File: config.mk
export PLATFORM = sky130hd
export DESIGN_NAME = srambank_bist_ctrl
export DESIGN_NICKNAME = d
export VERILOG_FILES = /design/src/rtl/srambank_pkg.sv /design/src/rtl/srambank_bist_check.sv /design/src/rtl/srambank_bist_ctrl.sv
export SDC_FILE = /design/constraint.sdc
export NUM_CORES = 1
export LEC_CHECK = 0
export BUFFER_PORTS_ARGS = -buffer_cell sky130_fd_sc_hd__buf_2
export CORE_MARGIN = 2
export CORE_UTILIZATION = 25
export CTS_BUF_LIST = sky130_fd_sc_hd__clkbuf_16
export DETAILED_ROUTE_END_ITERATION = 8
export GPL_TIMING_DRIVEN = 0
export MAX_ROUTING_LAYER = met4
export PLACE_DENSITY_LB_ADDON = 0.25
export SYNTH_ARGS = -nofsm -noshare
export SYNTH_HDL_FRONTEND = slang
export SYNTH_SLANG_ARGS = --single-unit
File: constraint.sdc
create_clock -name clk -period 3.2 [get_ports clk]
set_clock_uncertainty 0.2 [all_clocks]
set_input_delay 0.32 -clock clk [delete_from_list [all_inputs] [get_ports clk]]
set_output_delay 0.32 -clock clk [all_outputs]
set_load 0.02 [all_outputs]
File: src/rtl/srambank_pkg.sv
// Shared definitions for the srambank March C- BIST.
//   bist_state_e : controller states
//   march_elem_e : March C- element index, E0..E5
//   Per-element lookup masks (bit position = element number) and accessors:
//     elem_down     : element walks DEPTH-1 -> 0
//     elem_two_op   : element issues read then write at each address
//     elem_first_rd : first op at each address is a read
//     elem_rd_bg    : background expected by reads (0 = B0, 1 = B1)
//     elem_wr_bg    : background written by writes (0 = B0, 1 = B1)
package srambank_pkg;

  typedef enum logic [1:0] {
    IDLE,
    RUN,
    DRAIN,
    DONE
  } bist_state_e;

  typedef enum logic [2:0] {
    E0,
    E1,
    E2,
    E3,
    E4,
    E5
  } march_elem_e;

  // Eight bits wide so any 3-bit element index stays in range.
  localparam logic [7:0] ELEM_DOWN     = 8'b0001_1000;  // E3, E4
  localparam logic [7:0] ELEM_TWO_OP   = 8'b0001_1110;  // E1..E4
  localparam logic [7:0] ELEM_FIRST_RD = 8'b0011_1110;  // E1..E5
  localparam logic [7:0] ELEM_RD_BG    = 8'b0001_0100;  // E2, E4 read B1
  localparam logic [7:0] ELEM_WR_BG    = 8'b0000_1010;  // E1, E3 write B1

  function automatic logic elem_down(input march_elem_e e);
    return ELEM_DOWN[e];
  endfunction

  function automatic logic elem_two_op(input march_elem_e e);
    return ELEM_TWO_OP[e];
  endfunction

  function automatic logic elem_first_rd(input march_elem_e e);
    return ELEM_FIRST_RD[e];
  endfunction

  function automatic logic elem_rd_bg(input march_elem_e e);
    return ELEM_RD_BG[e];
  endfunction

  function automatic logic elem_wr_bg(input march_elem_e e);
    return ELEM_WR_BG[e];
  endfunction

endpackage

File: src/rtl/srambank_bist_check.sv
// Read-data checker for the srambank BIST.
// Compares bank dataout against the expected word registered one cycle
// earlier and keeps the sticky fail flag plus first-failure capture.
// Ports:
//   clk, reset_n  : clock, synchronous active-low reset
//   clear_i       : a new run is starting; wipe fail and capture
//   vld_i         : a read was issued last cycle, dataout is meaningful
//   exp_i         : expected word for that read
//   addr_i        : address of that read
//   elem_i        : March element of that read
//   dout_i        : bank dataout
//   fail_o        : sticky mismatch flag
//   fail_addr_o   : address of first mismatch
//   fail_elem_o   : element of first mismatch
//   fail_data_o   : dataout seen at first mismatch
module srambank_bist_check
  import srambank_pkg::*;
#(
  parameter int ADDR_W = 9,
  parameter int DATA_W = 16
) (
  input  logic              clk,
  input  logic              reset_n,
  input  logic              clear_i,
  input  logic              vld_i,
  input  logic [DATA_W-1:0] exp_i,
  input  logic [ADDR_W-1:0] addr_i,
  input  march_elem_e       elem_i,
  input  logic [DATA_W-1:0] dout_i,
  output logic              fail_o,
  output logic [ADDR_W-1:0] fail_addr_o,
  output logic [2:0]        fail_elem_o,
  output logic [DATA_W-1:0] fail_data_o
);

  logic              fail_q;
  logic [ADDR_W-1:0] fail_addr_q;
  logic [2:0]        fail_elem_q;
  logic [DATA_W-1:0] fail_data_q;
  logic              mismatch;

  assign mismatch = vld_i && (dout_i != exp_i);

  // Capture stage: only the first mismatch of a run is recorded.
  always_ff @(posedge clk) begin
    if (!reset_n) begin
      fail_q      <= 1'b0;
      fail_addr_q <= '0;
      fail_elem_q <= '0;
      fail_data_q <= '0;
    end else if (clear_i) begin
      fail_q      <= 1'b0;
      fail_addr_q <= '0;
      fail_elem_q <= '0;
      fail_data_q <= '0;
    end else if (mismatch && !fail_q) begin
      fail_q      <= 1'b1;
      fail_addr_q <= addr_i;
      fail_elem_q <= elem_i;
      fail_data_q <= dout_i;
    end
  end

  assign fail_o      = fail_q;
  assign fail_addr_o = fail_addr_q;
  assign fail_elem_o = fail_elem_q;
  assign fail_data_o = fail_data_q;

endmodule

File: src/rtl/srambank_bist_ctrl.sv
// March C- BIST initiator for one srambank_128x4x16 bank.
// Drives the bank one op per cycle while busy, checks each read the cycle
// after it is issued, and reports pass/fail with first-failure details.
// Ports:
//   clk, reset_n         : clock (shared with bank), sync active-low reset
//   start                : begin a run (honoured only in IDLE or DONE)
//   busy, done           : run in progress / run complete (held)
//   fail, fail_addr,
//   fail_elem, fail_data : sticky failure flag and first-failure capture
//   ADDRESS, wd, banksel,
//   read, write          : registered bank controls
//   dataout              : bank read data, valid the cycle after a read
module srambank_bist_ctrl
  import srambank_pkg::*;
#(
  parameter int ADDR_W = 9,
  parameter int DATA_W = 16,
  parameter int DEPTH  = 512
) (
  input  logic              clk,
  input  logic              reset_n,
  input  logic              start,
  output logic              busy,
  output logic              done,
  output logic              fail,
  output logic [ADDR_W-1:0] fail_addr,
  output logic [2:0]        fail_elem,
  output logic [DATA_W-1:0] fail_data,
  output logic [ADDR_W-1:0] ADDRESS,
  output logic [DATA_W-1:0] wd,
  output logic              banksel,
  output logic              read,
  output logic              write,
  input  logic [DATA_W-1:0] dataout
);

  localparam logic [ADDR_W-1:0] LAST_ADDR = ADDR_W'(DEPTH - 1);

  bist_state_e       state_q, state_d;
  // Counters point at the next op to issue.
  march_elem_e       elem_q, elem_d;
  logic              phase_q, phase_d;
  logic [ADDR_W-1:0] addr_q, addr_d;

  logic              busy_q, busy_d;
  logic              done_q, done_d;
  logic              rd_q, rd_d;
  logic              wr_q, wr_d;
  logic [ADDR_W-1:0] adr_q, adr_d;
  logic [DATA_W-1:0] wd_q, wd_d;
  march_elem_e       op_elem_q, op_elem_d;

  logic [DATA_W-1:0] rexp_p0, rexp_d;
  logic              vld_p1;
  logic [DATA_W-1:0] exp_p1;
  logic [ADDR_W-1:0] addr_p1;
  march_elem_e       elem_p1;

  logic              clear_run;
  logic              issue;
  logic              last_presented;
  march_elem_e       src_elem;
  logic              src_phase;
  logic [ADDR_W-1:0] src_addr;
  logic              src_down;
  logic              src_rd;
  logic              src_end;

  // The op on the bank pins right now is the final E5 read.
  assign last_presented = rd_q && (op_elem_q == E5) && (adr_q == LAST_ADDR);

  always_comb begin
    state_d   = state_q;
    elem_d    = elem_q;
    phase_d   = phase_q;
    addr_d    = addr_q;
    busy_d    = busy_q;
    done_d    = done_q;
    rd_d      = 1'b0;
    wr_d      = 1'b0;
    adr_d     = '0;
    wd_d      = '0;
    op_elem_d = op_elem_q;
    rexp_d    = '0;
    clear_run = 1'b0;
    issue     = 1'b0;
    src_elem  = elem_q;
    src_phase = phase_q;
    src_addr  = addr_q;
    src_down  = 1'b0;
    src_rd    = 1'b0;
    src_end   = 1'b0;

    case (state_q)
      IDLE, DONE: begin
        if (start) begin
          // Issue the first E0 write straight from constants so it
          // reaches the pins the cycle after start.
          state_d   = RUN;
          busy_d    = 1'b1;
          done_d    = 1'b0;
          clear_run = 1'b1;
          issue     = 1'b1;
          src_elem  = E0;
          src_phase = 1'b0;
          src_addr  = '0;
        end
      end
      RUN: begin
        if (last_presented) begin
          state_d = DRAIN;
        end else begin
          issue = 1'b1;
        end
      end
      DRAIN: begin
        state_d = DONE;
        busy_d  = 1'b0;
        done_d  = 1'b1;
      end
      default: state_d = IDLE;
    endcase

    if (issue) begin
      src_down  = elem_down(src_elem);
      src_rd    = elem_first_rd(src_elem) && !src_phase;
      rd_d      = src_rd;
      wr_d      = !src_rd;
      adr_d     = src_addr;
      op_elem_d = src_elem;
      wd_d      = {DATA_W{!src_rd && elem_wr_bg(src_elem)}};
      rexp_d    = {DATA_W{elem_rd_bg(src_elem)}};
      src_end   = (src_addr == (src_down ? '0 : LAST_ADDR));

      if (elem_two_op(src_elem) && !src_phase) begin
        elem_d  = src_elem;
        phase_d = 1'b1;
        addr_d  = src_addr;
      end else begin
        phase_d = 1'b0;
        if (src_end) begin
          // E5 is last; the RUN exit is taken from the pins, so the
          // counters just park here.
          elem_d = (src_elem == E5) ? E5 : march_elem_e'(src_elem + 3'd1);
          addr_d = elem_down(elem_d) ? LAST_ADDR : '0;
        end else begin
          elem_d = src_elem;
          addr_d = src_down ? (src_addr - 1'b1) : (src_addr + 1'b1);
        end
      end
    end
  end

  // Stage p0: op registered onto the bank pins.
  always_ff @(posedge clk) begin
    if (!reset_n) begin
      state_q   <= IDLE;
      elem_q    <= E0;
      phase_q   <= 1'b0;
      addr_q    <= '0;
      busy_q    <= 1'b0;
      done_q    <= 1'b0;
      rd_q      <= 1'b0;
      wr_q      <= 1'b0;
      adr_q     <= '0;
      wd_q      <= '0;
      op_elem_q <= E0;
      vld_p1    <= 1'b0;
    end else begin
      state_q   <= state_d;
      elem_q    <= elem_d;
      phase_q   <= phase_d;
      addr_q    <= addr_d;
      busy_q    <= busy_d;
      done_q    <= done_d;
      rd_q      <= rd_d;
      wr_q      <= wr_d;
      adr_q     <= adr_d;
      wd_q      <= wd_d;
      op_elem_q <= op_elem_d;
      vld_p1    <= rd_q;
    end
  end

  // Stage p1: read context follows the op by one cycle to meet dataout.
  always_ff @(posedge clk) begin
    rexp_p0 <= rexp_d;
    exp_p1  <= rexp_p0;
    addr_p1 <= adr_q;
    elem_p1 <= op_elem_q;
  end

  srambank_bist_check #(
    .ADDR_W (ADDR_W),
    .DATA_W (DATA_W)
  ) u_check (
    .clk         (clk),
    .reset_n     (reset_n),
    .clear_i     (clear_run),
    .vld_i       (vld_p1),
    .exp_i       (exp_p1),
    .addr_i      (addr_p1),
    .elem_i      (elem_p1),
    .dout_i      (dataout),
    .fail_o      (fail),
    .fail_addr_o (fail_addr),
    .fail_elem_o (fail_elem),
    .fail_data_o (fail_data)
  );

  assign busy    = busy_q;
  assign done    = done_q;
  assign ADDRESS = adr_q;
  assign wd      = wd_q;
  assign read    = rd_q;
  assign write   = wr_q;
  assign banksel = rd_q | wr_q;

endmodule

==> flow_metrics.tcl <==
set metrics [dict create \
    die_y_um 122 \
    drv_slew 0 \
    startpoint_type "flop" \
    dpl_cell_area_sq_um 4080 \
    postRouteAntennaNets 0 \
    syn_to_final_growth_pct 28.2 \
    muxShareOfSynthArea_pct 0.576 \
    hold_buffers 0 \
    end_kind "flop" \
    path_buf_inv 2 \
    max-slew-margin-rel_pct 68.5 \
    synth-seq-cells 76 \
    drc 0 \
    die_x_um 122 \
    grt_overflow 0 \
    synth_nets 428 \
    setup_viol 0 \
    viasPerCell 4.51 \
    cpPeakStageDelay_ps 330 \
    cts_root_buf "clkbuf_16" \
    h-tree-depth 3 \
    cts_tree "built" \
    drt_first_pass_iters 4 \
    r2r-start "state_q[0]" \
    worstPathRequired_ps 3220 \
    p_sw_share_pct 33.5 \
    clk_pin_slew_ps 60 \
    place.gp.congestion 0.874 \
    min_from "dataout[14]" \
    grt_pass1_vias 2826 \
    synth_edf_count 0 \
    crit_fanout 19 \
    insertion_delay_ps 330 \
    fin_area_sq_um 4450 \
    final_cells 671 \
    grt_pass1_wl_mm 14.4 \
    cts.sink_count 76 \
    wl_per_cell_um 13.2 \
    p_int_w 0.00204 \
    crit_family "simple AND/OR/NAND/NOR gates" \
    worst_pin_slew_ps 473 \
    syn-cell-area_sq_um 3470 \
    synth-compound-area-share_pct 17.8 \
    numCtsBuffers 9 \
    ys_top_cells_by_area "dfxtp_1 44%, nand3_1 5.2%, o21ai_1 4.9%" \
    p_leak_nw 1.91 \
    cp_cell_sequence "inv_1 > ha_4 > nand2_2 > clkbuf_4 > and2_1 > ha_1 > nand4_1 > or2_1 > a311o_1 > nor3_2 > xor2_1 > nor2_1" \
    path_class "flop to flop" \
    synth_xor_area_share_pct 1.51 \
    hold_viol_final 0 \
    period_minus_slack_ps 3030 \
    fp-row-count 43 \
    power_density_nw_per_um2 688 \
    antenna_cells 0 \
    nets 515 \
    power_frac_seq_pct 35.9 \
    arrival_ps 3050 \
    synth-main-ff-cell "dfxtp_1" \
    status "finished, final reports clean" \
    fin_util_pct 32.5 \
    ys_async_sr_fraction_pct 0 \
    cp-startpoint "state_q[0]" \
    synth.avg_cell_area_sq_um 8.71 \
    slowest_stage "dfxtp_1" \
    p_comb_share_pct 29.5 \
    ir_drop_uv 252 \
    core-area_sq_um 13700 \
    cts_buffer_depth 2 \
    hold_class "input port to flop" \
    synth_top_family_by_area "simple AND/OR/NAND/NOR gates" \
    drive_gt1_share_pct 30.1 \
    totalWireLength_mm 8.84 \
    ios 78 \
    rsz0062_at_grt "no" \
    clkPwrFrac_pct 34.7 \
    yosys_warnings 0 \
    synth_top_cell_area_share_pct 43.8 \
    post-route-period-util_pct 94.8 \
    tns_ps 0 \
    antenna_found_initial 0 \
    max_freq_mhz 330 \
    p_switching_w 0.00103 \
    synth-simple-area-share_pct 24.4 \
    grt_max_degree 17 \
    cts_setup_buffers 0 \
    synth_area_leader_cell "dfxtp_1" \
    start_util_pct 25.3 \
    dpl.hpwl_mm 6.72 \
    drt_iter0_drc 148 \
    port_buffers 77 \
    dr_total_vias 3028 \
    synthCells 399 \
    drv_cap 0 \
    die_area_sq_um 14900 \
    ys_seq_area_share_pct 43.8 \
    synth_adder_area_share_pct 3.82 \
    dp.cells 656 \
    globalRouteTotalUtil_pct 12.6 \
    synthDistinctLibCells 60 \
]
synth_stat cells, types with 2 or more instances:
| master | n |
|---|---|
| buf_4 | 18 |
| nor3_1 | 6 |
| a211oi_1 | 2 |
| a21oi_1 | 15 |
| o21ai_0 | 10 |
| o21a_1 | 4 |
| buf_1 | 2 |
| o22ai_1 | 2 |
| a31oi_1 | 5 |
| nor2_1 | 21 |
| nor3b_1 | 2 |
| a21oi_2 | 2 |
| a221oi_2 | 2 |
| nand3_1 | 36 |
| dfxtp_1 | 76 |
| nand4_1 | 8 |
| clkbuf_1 | 10 |
| nor2_2 | 2 |
| xor2_1 | 3 |
| ha_1 | 9 |
| and2_1 | 12 |
| buf_2 | 9 |
| buf_6 | 2 |
| and3_1 | 11 |
| o21ai_1 | 34 |
| nor4_1 | 5 |
| nand2_1 | 43 |
| mux2i_1 | 2 |
| inv_1 | 9 |
| xnor2_1 | 3 |
| nor2b_1 | 5 |
logic make-up after synthesis:
| logic type | after synthesis |
|---|---|
| mux | 2 |
| fa+ha+maj | 10 |
| flops | 76 |
| xor+xnor | 6 |
| buf+inv | 50 |
| simple gates | 163 |
| compound gates | 92 |
placed cells by master, fill, tap and decap left out, types with 3 or more instances in the layout:
cell type,count
nand3_1,36
clkbuf_16,9
dfxtp_1,76
nand2_1,42
xor2_1,3
nor2_1,20
buf_2,86
a21oi_1,14
and2_1,11
xnor2_1,3
nand4_1,8
nor4_1,5
a31oi_1,4
nor3_1,5
ha_1,7
o21a_1,4
nor2b_1,5
buf_4,18
inv_1,9
o21ai_1,34
clkbuf_1,8
a21oi_2,3
o21ai_0,10
and3_1,11
what timing repair did:
action | CTS | global route
pin swaps | 1 | 0
setup endpoints to repair | 12 | 11
resized for setup | 10 | 4
endpoints found under the hold margin | 0 | 0
sequential cells by signal, summed over array words and instances (netlist names), 2 cells and up:
signal,flops
addr_p1,9
state_q,2
u_check.fail_data_o,16
ADDRESS,9
addr_q,9
op_elem_q,3
elem_q,3
elem_p1,3
u_check.fail_addr_o,9
u_check.fail_elem_o,3
per-stage QoR:
step	worst slack [ps]	power, W	hold slack [ps]
final	168	0.00306	48.8
after global routing	16.6	0.00325	59.1
after CTS	23.6	0.00310	33.5
after detailed placement	-433	0.00199	118
after global placement	-448	0.00198	113
after floorplan	154	0.00174	110
final timing paths:
| kind | to | slack [ps] | depth (start not counted) |
|---|---|---|---|
| hold / removal | u_check.fail_data_o[14] | 50 | 3 |
| setup reg to reg | elem_q[2] | 170 | 12 |
| setup / recovery | elem_q[2] | 170 | 12 |
| hold reg to reg | exp_p1[0] | 130 | 0 |
power groups by stage:
stage	Combinational [W]	Sequential, W	Clock (W)
2_1_floorplan	0.000619	0.00112	0
3_3_place_gp	0.000871	0.00111	0
3_5_place_dp	0.000873	0.00112	0
4_1_cts	0.000911	0.00110	0.00109
5_1_grt	0.00102	0.00111	0.00113
6_report	0.000904	0.00110	0.00106
final cells by class:
class | count | area, sq um
Clock buffer | 9 | 225
Tap cell | 180 | 225
Sequential cell | 76 | 1520
Timing Repair Buffer | 77 | 385
Inverter | 9 | 33.8
Clock inverter | 7 | 91.3
Buffer | 40 | 248
Multi-Input combinational cell | 273 | 1720
Fill cell | 1443 | 9270
layer usage:
layer	wire [um]	vias to the layer above	GRT usage, %
met5	0	-	-
met4	130	0	4.74
met3	443	9	2.57
met2	4140	75	19.9
met1	4120	1377	15.9
li1	-	1567	-
tightest hold or removal path, cell delays in order:
cell     delay, ps
buf_2          100
nand3_1         60
o21ai_1         60
No activity file was read; power rests on OpenSTA's default activity.
